File: src/rtl/subxor_issue_sched.sv
// Round-robin issue scheduler sharing one SIMD sub/xor unit between NREQ requesters.
// Results return tagged with the requester ID; a width change waits for the unit to drain.
package subxor_pkg;
    typedef logic [63:0] prng_t;
    typedef enum logic [1:0] {W8 = 2'd0, W16 = 2'd1, W32 = 2'd2, W64 = 2'd3} width_t;
    typedef struct packed {
        logic csa;
        logic b;
    } mode_t;
endpackage

module subxor_issue_sched
    import subxor_pkg::*;
#(
    parameter int NREQ     = 4,
    parameter int UNIT_LAT = 4,
    parameter int IDW      = $clog2(NREQ)
) (
    input  logic            clk_i,
    input  logic            rst_n_i,
    input  logic [NREQ-1:0] req_valid_i,
    output logic [NREQ-1:0] req_ready_o,
    input  prng_t           req_x_i     [NREQ],
    input  prng_t           req_y_i     [NREQ],
    input  prng_t           req_ex_i    [NREQ],
    input  mode_t           req_mode_i  [NREQ],
    input  width_t          req_width_i [NREQ],
    input  logic            drain_i,
    output prng_t           unit_x_o,
    output prng_t           unit_y_o,
    output prng_t           unit_ex_o,
    output mode_t           unit_mode_o,
    output width_t          unit_width_o,
    input  prng_t           unit_z_i,
    output logic            rsp_valid_o,
    output logic [IDW-1:0]  rsp_id_o,
    output prng_t           rsp_z_o,
    output logic            idle_o
);

    localparam int CW = $clog2(UNIT_LAT + 2);

    typedef struct packed {
        logic           valid;
        logic [IDW-1:0] id;
    } tag_t;

    tag_t           tag_pipe [UNIT_LAT+1];
    logic [IDW-1:0] rr_ptr;
    logic [IDW-1:0] cand;
    logic           cand_found;
    logic           grant;
    width_t         cur_width;
    logic [CW-1:0]  inflight;

    // NOTE: every output of this block is given a default first, so no path leaves
    // a variable unassigned and no latch is inferred.
    always_comb begin
        logic [IDW-1:0] idx;
        idx         = '0;
        cand        = '0;
        cand_found  = 1'b0;
        req_ready_o = '0;
        for (int k = 0; k < NREQ; k++) begin
            idx = IDW'((int'(rr_ptr) + k) % NREQ);
            if (!cand_found && req_valid_i[idx]) begin
                cand_found = 1'b1;
                cand       = idx;
            end
        end
        // A mismatched candidate blocks everyone behind it; that is what prevents starvation.
        grant = rst_n_i && cand_found && !drain_i &&
                (req_width_i[cand] == cur_width || inflight == '0);
        if (grant) req_ready_o[cand] = 1'b1;
    end

    // NOTE: state is updated with non-blocking assignments so every register samples
    // the values from before this edge, independent of statement order.
    always_ff @(posedge clk_i) begin
        if (!rst_n_i) begin
            rr_ptr      <= '0;
            cur_width   <= W8;
            unit_x_o    <= '0;
            unit_y_o    <= '0;
            unit_ex_o   <= '0;
            unit_mode_o <= '0;
            inflight    <= '0;
            // NOTE: the tag pipe is reset, not just left to flush, so ops in flight at
            // reset never produce a response.
            for (int s = 0; s <= UNIT_LAT; s++) tag_pipe[s] <= '0;
        end else begin
            tag_pipe[0] <= '{valid: grant, id: cand};
            for (int s = 1; s <= UNIT_LAT; s++) tag_pipe[s] <= tag_pipe[s-1];

            if (grant) begin
                rr_ptr      <= (cand == IDW'(NREQ - 1)) ? '0 : cand + IDW'(1);
                cur_width   <= req_width_i[cand];
                unit_x_o    <= req_x_i[cand];
                unit_y_o    <= req_y_i[cand];
                unit_ex_o   <= req_ex_i[cand];
                unit_mode_o <= req_mode_i[cand];
            end

            case ({grant, tag_pipe[UNIT_LAT].valid})
                2'b10:   inflight <= inflight + CW'(1);
                2'b01:   inflight <= inflight - CW'(1);
                default: ;
            endcase
        end
    end

    assign unit_width_o = cur_width;
    assign rsp_valid_o  = tag_pipe[UNIT_LAT].valid;
    assign rsp_id_o     = tag_pipe[UNIT_LAT].id;
    assign rsp_z_o      = unit_z_i;
    assign idle_o       = (inflight == '0);

endmodule

File: config.mk
export PLATFORM = sky130hd
export DESIGN_NAME = subxor_issue_sched
export DESIGN_NICKNAME = d
export VERILOG_FILES = /design/src/rtl/subxor_issue_sched.sv
export SDC_FILE = /design/constraint.sdc
export NUM_CORES = 1
export LEC_CHECK = 0
export CAP_MARGIN = 15
export CORE_AREA = 3 3 437 439
export CTS_BUF_LIST = sky130_fd_sc_hd__clkbuf_2
export CTS_CLUSTER_DIAMETER = 40
export DETAILED_ROUTE_END_ITERATION = 10
export DIE_AREA = 0 0 440 442
export GPL_TIMING_DRIVEN = 0
export PLACE_DENSITY_LB_ADDON = 0.1
export SYNTH_ARGS = -nofsm -noshare
export SYNTH_HDL_FRONTEND = slang
export SYNTH_SLANG_ARGS = --single-unit
File: constraint.sdc
create_clock -name clk_i -period 4.2 [get_ports clk_i]
set_input_delay 0.84 -clock clk_i [delete_from_list [all_inputs] [get_ports clk_i]]
set_output_delay 0.84 -clock clk_i [all_outputs]
set_load 0.01 [all_outputs]
# --- After elaboration in Yosys (flattened, before gate mapping) ---
# Memories as Yosys holds them, arrays and structs flattened.
# Index checks and enable logic that the tools add are counted.
op_classes:
  magnitude_cmp: 7
  bitwise: 6
  n_addsub: 6
  mux: 43
  n_eq_ne: 4
  n_reduce_logical: 14
op_table:
  columns: ["operator", "count"]
  rows:
  - ["64-bit binary-select mux with 2-bit select", 3]
  - ["64-bit two-way mux", 6]
  - ["2-bit two-way mux", 9]
  - ["2-bit by 3-bit less-than comparator with 1-bit output, second input constant", 5]
  - ["3-bit two-way mux", 5]
  - ["1-bit two-way mux", 11]
  - ["1-bit binary-select mux with 2-bit select", 4]
  - ["2-bit binary-select mux with 2-bit select", 2]
  - ["1-bit logical AND", 7]
  - ["3-bit case mux with 2 select lines", 1]
  - ["1-bit bitwise OR", 5]
  - ["2-bit by 1-bit adder with 2-bit output, second input constant", 2]
  - ["2-bit adder, second input constant", 2]
  - ["2-bit == test, second input constant", 2]
  - ["1-bit logical NOT", 4]
  - ["4-bit two-way mux", 1]
  - ["3-bit by 1-bit adder with 3-bit output, second input constant", 1]
  - ["3-bit >= comparator, second input constant", 1]
  - ["3-bit logical NOT", 1]
  - ["2-bit NOT with 3-bit output", 1]
  - ["3-bit by 1-bit subtractor with 3-bit output, second input constant", 1]
  - ["1-bit demux with 2-bit select", 1]
  - ["2-bit by 1-bit == test with 1-bit output, second input constant", 1]
  - ["2-bit == test", 1]
  - ["3 further kinds", 3]
word_totals:
  regBits: 201
  in_bits: 855
  ram_bits: 15
  n_memories: 1
  output_inout_bits: 268
  wordCells: 89
mem_list:
  columns: ["name", "words", "width", "rd", "rd_ports_with_merged_regs", "write_ports", "line_no", "rtl"]
  rows:
  - ["tag_pipe", 5, 3, 5, 0, 5, "48", "tag_t tag_pipe [UNIT_LAT+1];"]

# --- Longest topological paths before layout ---
# Gate-level depths: netlist of run 1.
logic_depth:
  ltp_word: 21
  depth_mapped: 16
  ltp_nobuf: 13

# --- Worst setup path after synthesis of run 1 ---
# Ideal clock, no wire load.
synth_path:
  path_type: "input -> register"
  from: "in req_valid_i[2]"
  to: "reg inflight[2]"
  t_arrival_ps: 4142
  path_stages: 16
  setup_slack_ps: -18
  n_path_buf: 3
  setup_ps: 76
  cell_sequence: "nor2b_1 -> or4b_1 -> clkbuf_1 -> a21bo_1 -> a32oi_2 -> mux2i_1 -> nor3_4 -> inv_2 -> buf_4 -> buf_6 -> ha_1 -> inv_1 -> fa_1 -> xor2_1 -> or3_1 -> a21boi_0"
synth_between:
  elab_chain_len: 21
  word_cells_on_any_way: 35
synth_rtl:
  columns: ["item", "line_no", "rtl"]
  rows:
  - ["from (decl)", "21", "input logic [NREQ-1:0] req_valid_i,"]
  - ["1-bit binary-select mux with 2-bit select", "66", "if (!cand_found && req_valid_i[idx]) begin"]
  - ["1-bit two-way mux (implied by the code)", "66", null]
  - ["1-bit two-way mux", "66", null]
  - ["1-bit logical NOT", "66", null]
  - ["1-bit logical AND", "66", null]
  - ["1-bit two-way mux", "66", null]
  - ["1-bit logical NOT", "66", null]
  - ["1-bit logical AND", "66", null]
  - ["[... 4 more ...]", null, null]
  - ["2-bit NOT with 3-bit output (implied by the code)", "73", "(req_width_i[cand] == cur_width || inflight == '0);"]
  - ["2-bit binary-select mux with 2-bit select", "73", null]
  - ["2-bit two-way mux (implied by the code) (2 in series)", "73", null]
  - ["2-bit == test", "73", null]
  - ["1-bit logical OR", "73", null]
  - ["1-bit logical AND *", "72", "grant = rst_n_i && cand_found && !drain_i &&"]
  - ["2-bit by 1-bit == test with 1-bit output or 2-bit == test (tied branches)", "104", "case ({grant, tag_pipe[UNIT_LAT].valid})"]
  - ["3-bit case mux with 2 select lines or 2-bit nonzero test (tied branches)", null, null]
  - ["to (signal assigned)", "105", "2'b10: inflight <= inflight + CW'(1);"]
  - ["to (signal assigned)", "106", "2'b01: inflight <= inflight - CW'(1);"]
  - ["to (decl)", "54", "logic [CW-1:0] inflight;"]
# Mark *: on every way between the ends. The rest lies on a longest branch, timed or not. The select of a mux whose other input is x is not followed.
# A chain may end at the register's enable or synchronous reset.

# --- Final worst setup path of run 1 ---
layout_path:
  from: "reg rr_ptr[0]"
  to: "out req_ready_o[3]"
layout_between:
  elab_chain_len: 20
  word_cells_on_any_way: 40
layout_rtl:
  columns: ["item", "line_no", "rtl"]
  rows:
  - ["from (decl)", "49", "logic [IDW-1:0] rr_ptr;"]
  - ["from (signal assigned)", "96", "rr_ptr <= (cand == IDW'(NREQ - 1)) ? '0 : cand + IDW'(1);"]
  - ["branches (longest 19 deep; another with 2-bit by 1-bit adder with 2-bit output)", null, null]
  - ["4-bit two-way mux *", "74", "if (grant) req_ready_o[cand] = 1'b1;"]
  - ["to (decl)", "22", "output logic [NREQ-1:0] req_ready_o,"]
# Mark *: on every way between the ends. The select of a mux whose other input is x is not followed.

==> qor.log, run 1 <==
INFO  synth          post-synth-top-area-fraction=29.9%
INFO  setup_path     worst_reg2reg_startpoint=rr_ptr[0]
INFO  global_routing overflow=0
INFO  drt            drt-pass1-iter-count=6
INFO  power_and_ir_drop ir_worst_vdd=135uV
INFO  layout         post_route_cells_drive_above_1_share=7.85%
INFO  layout         postLayoutCellArea=29900um2
INFO  clock_network  cts.sink_count=216
INFO  setup_path     crit_fanout=6
INFO  drt            drtIter0Drc=972
INFO  layout         finish.utilization=16.0%
INFO  clock_network  cts.reportedPaths.clkPinSlew=80ps
INFO  placed_design  place_hpwl=132mm
INFO  timing         finalSetupViolCount=4
INFO  drt            route.final.wire_length=154mm
INFO  setup_path     crit_type=flip-flop to output pin
INFO  min_path       worst_hold_path.endpoint=unit_x_o[43]
INFO  synth          synth.ff_latch_count=216
INFO  synth          synthMostInstantiatedCell=nand2_1
INFO  setup_path     ff2ff_setup_slack=190ps
INFO  synth          ys.warnings.count=0
INFO  setup_path     worst_r2r_path_depth=17
INFO  timing         grt_setup_unrepaired=true
INFO  flow_run       max_cap_viol_count=0
INFO  layout         final_nets=4371
INFO  timing         report.final.slew_viol_count=0
INFO  placed_design  buffer_ports.inserted=1057
INFO  setup_path     crit_path_start_kind=flip-flop
INFO  synth          synth-seq-area-share=29.9%
INFO  power_and_ir_drop power_density=445nW/um2
INFO  setup_path     arrival=3490ps
INFO  global_routing number_of_antenna_violations_at_the_first_check_in_global_routing=33
INFO  min_path       hold_path_startpoint=req_x_i[171]
INFO  clock_network  root_buffer=clkbuf_2
INFO  drt            vias_per_cell=3.34
INFO  timing         timing_worst_slew_pin_value=1140ps
INFO  synth          async_set_or_reset_register_ratio_after_synthesis=0%
INFO  global_routing grt_start_max_net_pins=13
INFO  timing         relSlewSlack=23.9%
INFO  placed_design  gp_congestion=0.863
INFO  synth          post_synthesis_cell_area=14500um2
INFO  power_and_ir_drop leakage=12.3nW
INFO  drt            average_wire_per_cell_in_the_routed_design=25.4um
INFO  synth          synth.net_count=3162
INFO  setup_path     cpPeakStageDelay=570ps
INFO  synth          most_instantiated_flip_flop_cell_in_the_synthesis_netlist=dfxtp_1
INFO  clock_network  worst_skew_pair.late_latency=1210ps
INFO  synth          postSynthAreaPerCell=6.29um2
INFO  global_routing grt_pass1_vias=20944
INFO  synth          yosys-top-cells-count=nand2_1 (593), nor2_1 (585), dfxtp_1 (216)
INFO  status         outcome=finished, violations left
INFO  timing         timing_hold_violations_final=0
INFO  timing         max_clock_freq=231MHz
INFO  timing         fin_crit=4330ps
INFO  global_routing groute.usage.overall=15.3%
INFO  setup_path     crit-reg2reg-capture=inflight[2]
INFO  timing         final_min_period_over_clock_period=103%
INFO  min_path       min-delay-path-class=input port to flip-flop
INFO  placed_design  post_dp_cell_area=28300um2
INFO  clock_network  cts_tree=yes
INFO  floorplan      core=188000um2
INFO  timing         final.setup.worst_slack=-134ps
INFO  drt            drt.antenna.violating_nets=0
INFO  setup_path     crit_path_top_delay_cell=or4b_4
INFO  status         failed_checks=setup timing
INFO  floorplan      die-area=194000um2
INFO  layout         area_growth=107%
INFO  clock_network  cts-buffers-inserted=85
INFO  synth          post_synth_main_area_contributors=dfxtp_1 (30%), nand2_1 (15%), nor2_1 (15%), mux2i_1 (14%), nand3_1 (6.9%)
INFO  synth          synth_enable_flop_cells=0
INFO  setup_path     path_cells=nor2b_4 -> or4b_4 -> a21bo_1 -> a32oi_4 -> mux2i_4 -> nor3_4 -> buf_6 -> and2_4 -> buf_6
INFO  floorplan      top_level_ports=1123
INFO  setup_path     cp-end-kind=output pin
INFO  synth          synthDistinctLibCells=39
INFO  drt            route.vias.total=20311
INFO  synth          netlist_instances=2301
INFO  clock_network  htreeDepth=3
INFO  floorplan      vertical_die_dimension=442um
INFO  clock_network  cts_max_path_buffers=3
INFO  floorplan      chipWidth=440um
INFO  synth          synth_area_leader_cell=dfxtp_1
INFO  min_path       min_path_cells=5
INFO  setup_path     required=3360ps
INFO  global_routing grt_pass1_wl=199mm
INFO  floorplan      rows=159
INFO  setup_path     crit_path_frequent_cell=buf_6
INFO  floorplan      initial_standard_cell_utilization_of_the_core=7.71%
INFO  timing         skew=89.5ps
INFO  drt            drcViolationCount=0
## cell usage in the layout (no fill, tap or decap), types with 8 or more instances in the layout
| cell type | Yosys | routed |
|---|---|---|
| o21ai_0 | 196 | 196 |
| clkdlybuf4s50_1 | 0 | 1053 |
| clkbuf_2 | 0 | 129 |
| clkinv_1 | 0 | 16 |
| inv_1 | 8 | 8 |
| nand2_1 | 593 | 592 |
| and2_1 | 20 | 15 |
| clkbuf_1 | 154 | 135 |
| mux2i_1 | 198 | 196 |
| nor2_1 | 585 | 585 |
| nand3_1 | 199 | 199 |
| diode_2 | 0 | 17 |
| buf_4 | 78 | 88 |
| dlygate4sd3_1 | 0 | 50 |
| dfxtp_1 | 216 | 214 |
## metal layers
| layer | share of wire [%] | GRT usage [%] |
|---|---|---|
| met1 | 41 | 18.0 |
| met3 | 4.4 | 3.12 |
| met2 | 53 | 28.6 |
| met4 | 1.6 | 2.61 |
| met5 | 0 | 0 |
## kinds of logic (layout without fill, tap and decap cells)
kind of cell | count (synthesis) | in the layout | synth area share [%]
AOI/OAI and AO/OA | 210 | 210 | 7.71
muxes | 198 | 198 | 13.7
other | 0 | 17 | 0
xor gates and xnor gates | 3 | 3 | 0.182
buffers and inverters | 255 | 1522 | 8.81
DFF | 216 | 216 | 29.9
and+or+nand+nor | 1413 | 1413 | 39.1
adders and majority gates | 6 | 6 | 0.571
## stage by stage
stage / setup TNS (ps) / cells / power, mW / setup WS [ps] / hold WS [ps]
after global placement: -403810 / 5853 / 11.3 / -3670 / 418
after global routing: -2220 / 6075 / 14.5 / -558 / 11.6
after detailed placement: -197010 / 5859 / 11.3 / -2540 / 418
after floorplan: 0 / 2301 / 6.18 / 4.71 / 412
after CTS: -2000 / 6060 / 13.9 / -522 / 0.605
final: -530 / 6080 / 13.3 / -134 / 338
## critical path, delay by kind of cell, from the launching register on
family / cells / cell delay, ps
simple gates: 4 / 830
compound gates: 2 / 510
flops: 1 / 380
mux: 1 / 320
buf+inv: 2 / 250
## sequential cells by signal (all words and copies together) (netlist names)
name          flops
inflight          3
rr_ptr            2
tag_pipe         15
unit_ex_o        64
unit_mode_o       2
unit_width_o      2
unit_x_o         64
unit_y_o         64
## where the power goes
group | total, mW | internal [mW] | switching (mW)
Clock | 2.07 | 0.834 | 1.24
Sequential | 3.01 | 2.63 | 0.377
Combinational | 8.24 | 3.28 | 4.96
## worst max path at each step
| stage | startpoint | end | slack, ps |
|---|---|---|---|
| after floorplan | req_valid_i[2] | inflight[2] | 5 |
| after global placement | req_valid_i[2] | req_ready_o[0] | -3670 |
| after detailed placement | req_valid_i[2] | req_ready_o[0] | -2540 |
| after CTS | rr_ptr[0] | req_ready_o[0] | -520 |
| after global routing | rr_ptr[0] | req_ready_o[0] | -560 |
| final | rr_ptr[0] | req_ready_o[3] | -130 |
## cell type report
| cell class | instances | area (um2) |
|---|---|---|
| Fill cell | 21716 | 158000 |
| Tap cell | 2495 | 3120 |
| Multi-Input combinational cell | 1830 | 8970 |
| Clock buffer | 121 | 606 |
| Sequential cell | 216 | 4330 |
| Buffer | 240 | 1400 |
| Timing Repair Buffer | 1126 | 11300 |
| Antenna cell | 17 | 42.5 |
| Inverter | 11 | 46.3 |
| Clock inverter | 24 | 131 |
## timing repair
action / CTS / global route
gates resized for setup: 74 / 10
gates cloned: 0 / 0
hold buffers: 50 / 0
setup endpoints to repair: 59 / 5
hold endpoints to repair: 29 / 0
pin swaps: 8 / 2
setup buffers: 9 / 4
No activity file was read; power rests on OpenSTA's default activity.
==> run 2: changes to the inputs <==
==> constraint.sdc (replaced) <==
create_clock -name clk_i -period 4.2 [get_ports clk_i]
set_input_delay 0.84 -clock clk_i [delete_from_list [all_inputs] [get_ports clk_i]]
set_output_delay 0.84 -clock clk_i [all_outputs]
set_load 0.1 [all_outputs]
==> qor.log, run 2 (synthesized netlist as in run 1, its figures left out) <==
INFO  timing         grt_setup_unrepaired=true
INFO  layout         layout_commonest_cell=clkdlybuf4s50_1
INFO  min_path       min-delay-path-class=input port to flip-flop
INFO  layout         reg_top3=unit_ex_o (64), unit_x_o (64), unit_y_o (64)
INFO  layout         finish.utilization=16.6%
INFO  layout         area_of_combinational_cells_with_multiple_inputs=8950um2
INFO  setup_path     crit_type=flip-flop to output pin
INFO  clock_network  cts.reportedPaths.clkPinSlew=90ps
INFO  status         outcome=finished, violations left
INFO  setup_path     worst_reg2reg_startpoint=rr_ptr[0]
INFO  layout         final_nets=4473
INFO  drt            drcViolationCount=0
INFO  min_path       worst_hold_path.endpoint=unit_x_o[45]
INFO  power_and_ir_drop leakage=12.8nW
INFO  placed_design  pre_cts_slack=-3270ps
INFO  layout         n_fill_cell=21674
INFO  timing         timing_worst_slew_pin_value=1200ps
INFO  setup_path     crit-reg2reg-capture=inflight[2]
INFO  placed_design  buffer_ports.inserted=1057
INFO  placed_design  gp_congestion=0.846
INFO  floorplan      core=188000um2
INFO  floorplan      rows=159
INFO  drt            drt-pass1-iter-count=5
INFO  global_routing grt_pass1_wl=197mm
INFO  floorplan      vertical_die_dimension=442um
INFO  min_path       min_path_cells=5
INFO  status         failed_checks=setup timing
INFO  flow_run       max_cap_viol_count=0
INFO  placed_design  post-place-cells=5880
INFO  floorplan      initial_standard_cell_utilization_of_the_core=7.71%
INFO  layout         final_cell_count_no_fill=6197
INFO  setup_path     worst_r2r_path_depth=17
INFO  global_routing grt_pass1_vias=21705
INFO  drt            vias_per_cell=3.35
INFO  power_and_ir_drop power_density=573nW/um2
INFO  floorplan      top_level_ports=1123
INFO  drt            drtIter0Drc=847
INFO  timing         finalSetupViolCount=4
INFO  clock_network  cts_max_path_buffers=3
INFO  timing         final.setup.worst_slack=-431ps
INFO  timing         fin_worst_hold_slack=330ps
INFO  setup_path     cpPeakStageDelay=570ps
INFO  timing         max_clock_freq=216MHz
INFO  drt            average_wire_per_cell_in_the_routed_design=24.5um
INFO  clock_network  cts_tree=yes
INFO  drt            route.vias.total=20734
INFO  timing         fin_crit=4630ps
INFO  drt            route.final.wire_length=152mm
INFO  setup_path     required=3360ps
INFO  global_routing number_of_antenna_violations_at_the_first_check_in_global_routing=28
INFO  setup_path     path_cells=nor2b_4 -> or4b_4 -> buf_6 -> a21bo_1 -> a32oi_4 -> mux2i_2 -> nor3_4 -> and2_4 -> buf_12
INFO  placed_design  place_hpwl=130mm
INFO  setup_path     critical_path.startpoint=rr_ptr[0]
INFO  clock_network  cts-buffers-inserted=89
INFO  layout         layout.area.seq=4330um2
INFO  floorplan      chipWidth=440um
INFO  layout         area_growth=115%
INFO  setup_path     crit_fanout=6
INFO  drt            drt.antenna.violating_nets=0
INFO  setup_path     ff2ff_setup_slack=100ps
INFO  setup_path     crit_path_top_delay_cell=or4b_4
INFO  clock_network  htreeDepth=3
INFO  timing         final_min_period_over_clock_period=110%
INFO  setup_path     arrival=3790ps
INFO  layout         layout_common_cells=clkdlybuf4s50_1 (1050), nand2_1 (592), nor2_1 (585)
INFO  timing         skew=141ps
INFO  clock_network  cts.sink_count=216
INFO  timing         timing_hold_violations_final=0
INFO  floorplan      die-area=194000um2
INFO  global_routing grt_start_max_net_pins=15
INFO  global_routing groute.usage.overall=15.1%
INFO  power_and_ir_drop ir_worst_vdd=371uV
INFO  clock_network  root_buffer=clkbuf_2
INFO  clock_network  worst_skew_pair.late_latency=1290ps
INFO  setup_path     crit_path_start_kind=flip-flop
INFO  timing         relSlewSlack=19.4%
INFO  layout         post_route_cells_drive_above_1_share=7.96%
INFO  min_path       hold_path_startpoint=req_x_i[173]
INFO  timing         report.final.slew_viol_count=0
INFO  global_routing overflow=0
INFO  setup_path     cp-end-kind=output pin
## run 2: cell types whose count changed in the layout (fill, tap and decap cells not counted), moves of 3 or more
cell / delta
dlygate4sd3_1: +79
clkbuf_8: +4
clkdlybuf4s50_1: -3
buf_12: +21
clkinv_1: +15
diode_2: +6
clkbuf_16: -4
buf_6: -4
## run 2: power by group
part	total, mW	switching, mW	internal, mW
combinational	12.6	9.07	3.58
sequential	3.00	0.364	2.63
clock	2.21	1.29	0.918
total	17.9	10.7	7.13
## run 2: worst max-delay path by stage
stage	to	slack (ps)	depth (start not counted)
3_5_place_dp	req_ready_o[0]	-3270	12
5_1_grt	req_ready_o[0]	-910	9
4_1_cts	req_ready_o[0]	-830	9
6_report	req_ready_o[2]	-430	9
3_3_place_gp	req_ready_o[0]	-4530	12
2_1_floorplan	inflight[2]	0.6	16
## run 2: cell type report
cell class              instances  share of cell area (%)
inverters                      11                   0.157
clock buffers                 120                    1.93
flip-flops and latches        216                    13.9
diodes                         23                   0.185
plain buffers                 241                    4.36
multi-input cells            1830                    28.7
clock inverters                38                   0.703
well taps                    2495                    10.0
repair buffers               1223                    40.0
## run 2: repair_timing
| item | in CTS | in global routing |
|---|---|---|
| endpoints found under the hold margin | 59 | 0 |
| gates resized for setup | 91 | 3 |
| hold buffers | 129 | 0 |
| endpoints found under the setup margin | 106 | 7 |
| buffers inserted | 10 | 1 |
| pin swaps | 8 | 6 |
## run 2: metal layers
layer  wire, um  track usage (%)  up-vias  share of wire, %
li1           -                -    10067                 -
met1      59700             16.9     9848                39
met2      80900             28.4      663                53
met3       7240             3.21      156               4.8
met4       3980             4.11        0               2.6
met5          0                0        -                 0
## run 2: through the flow
stage	power, mW	cell area (um2)	setup TNS [ps]
2_1_floorplan	10.2	14500	0
3_3_place_gp	15.3	28200	-418140
5_1_grt	19.1	31100	-3740
3_5_place_dp	15.5	28700	-213510
6_report	17.9	31200	-1700
4_1_cts	18.5	31100	-3300
## run 2: worst max-delay path, delay by kind of cell, from the launching register on
kind            cells  cell delay [ps]
buf+inv             2              320
compound gates      2              460
mux                 1              130
flops               1              380
simple gates        4             1190
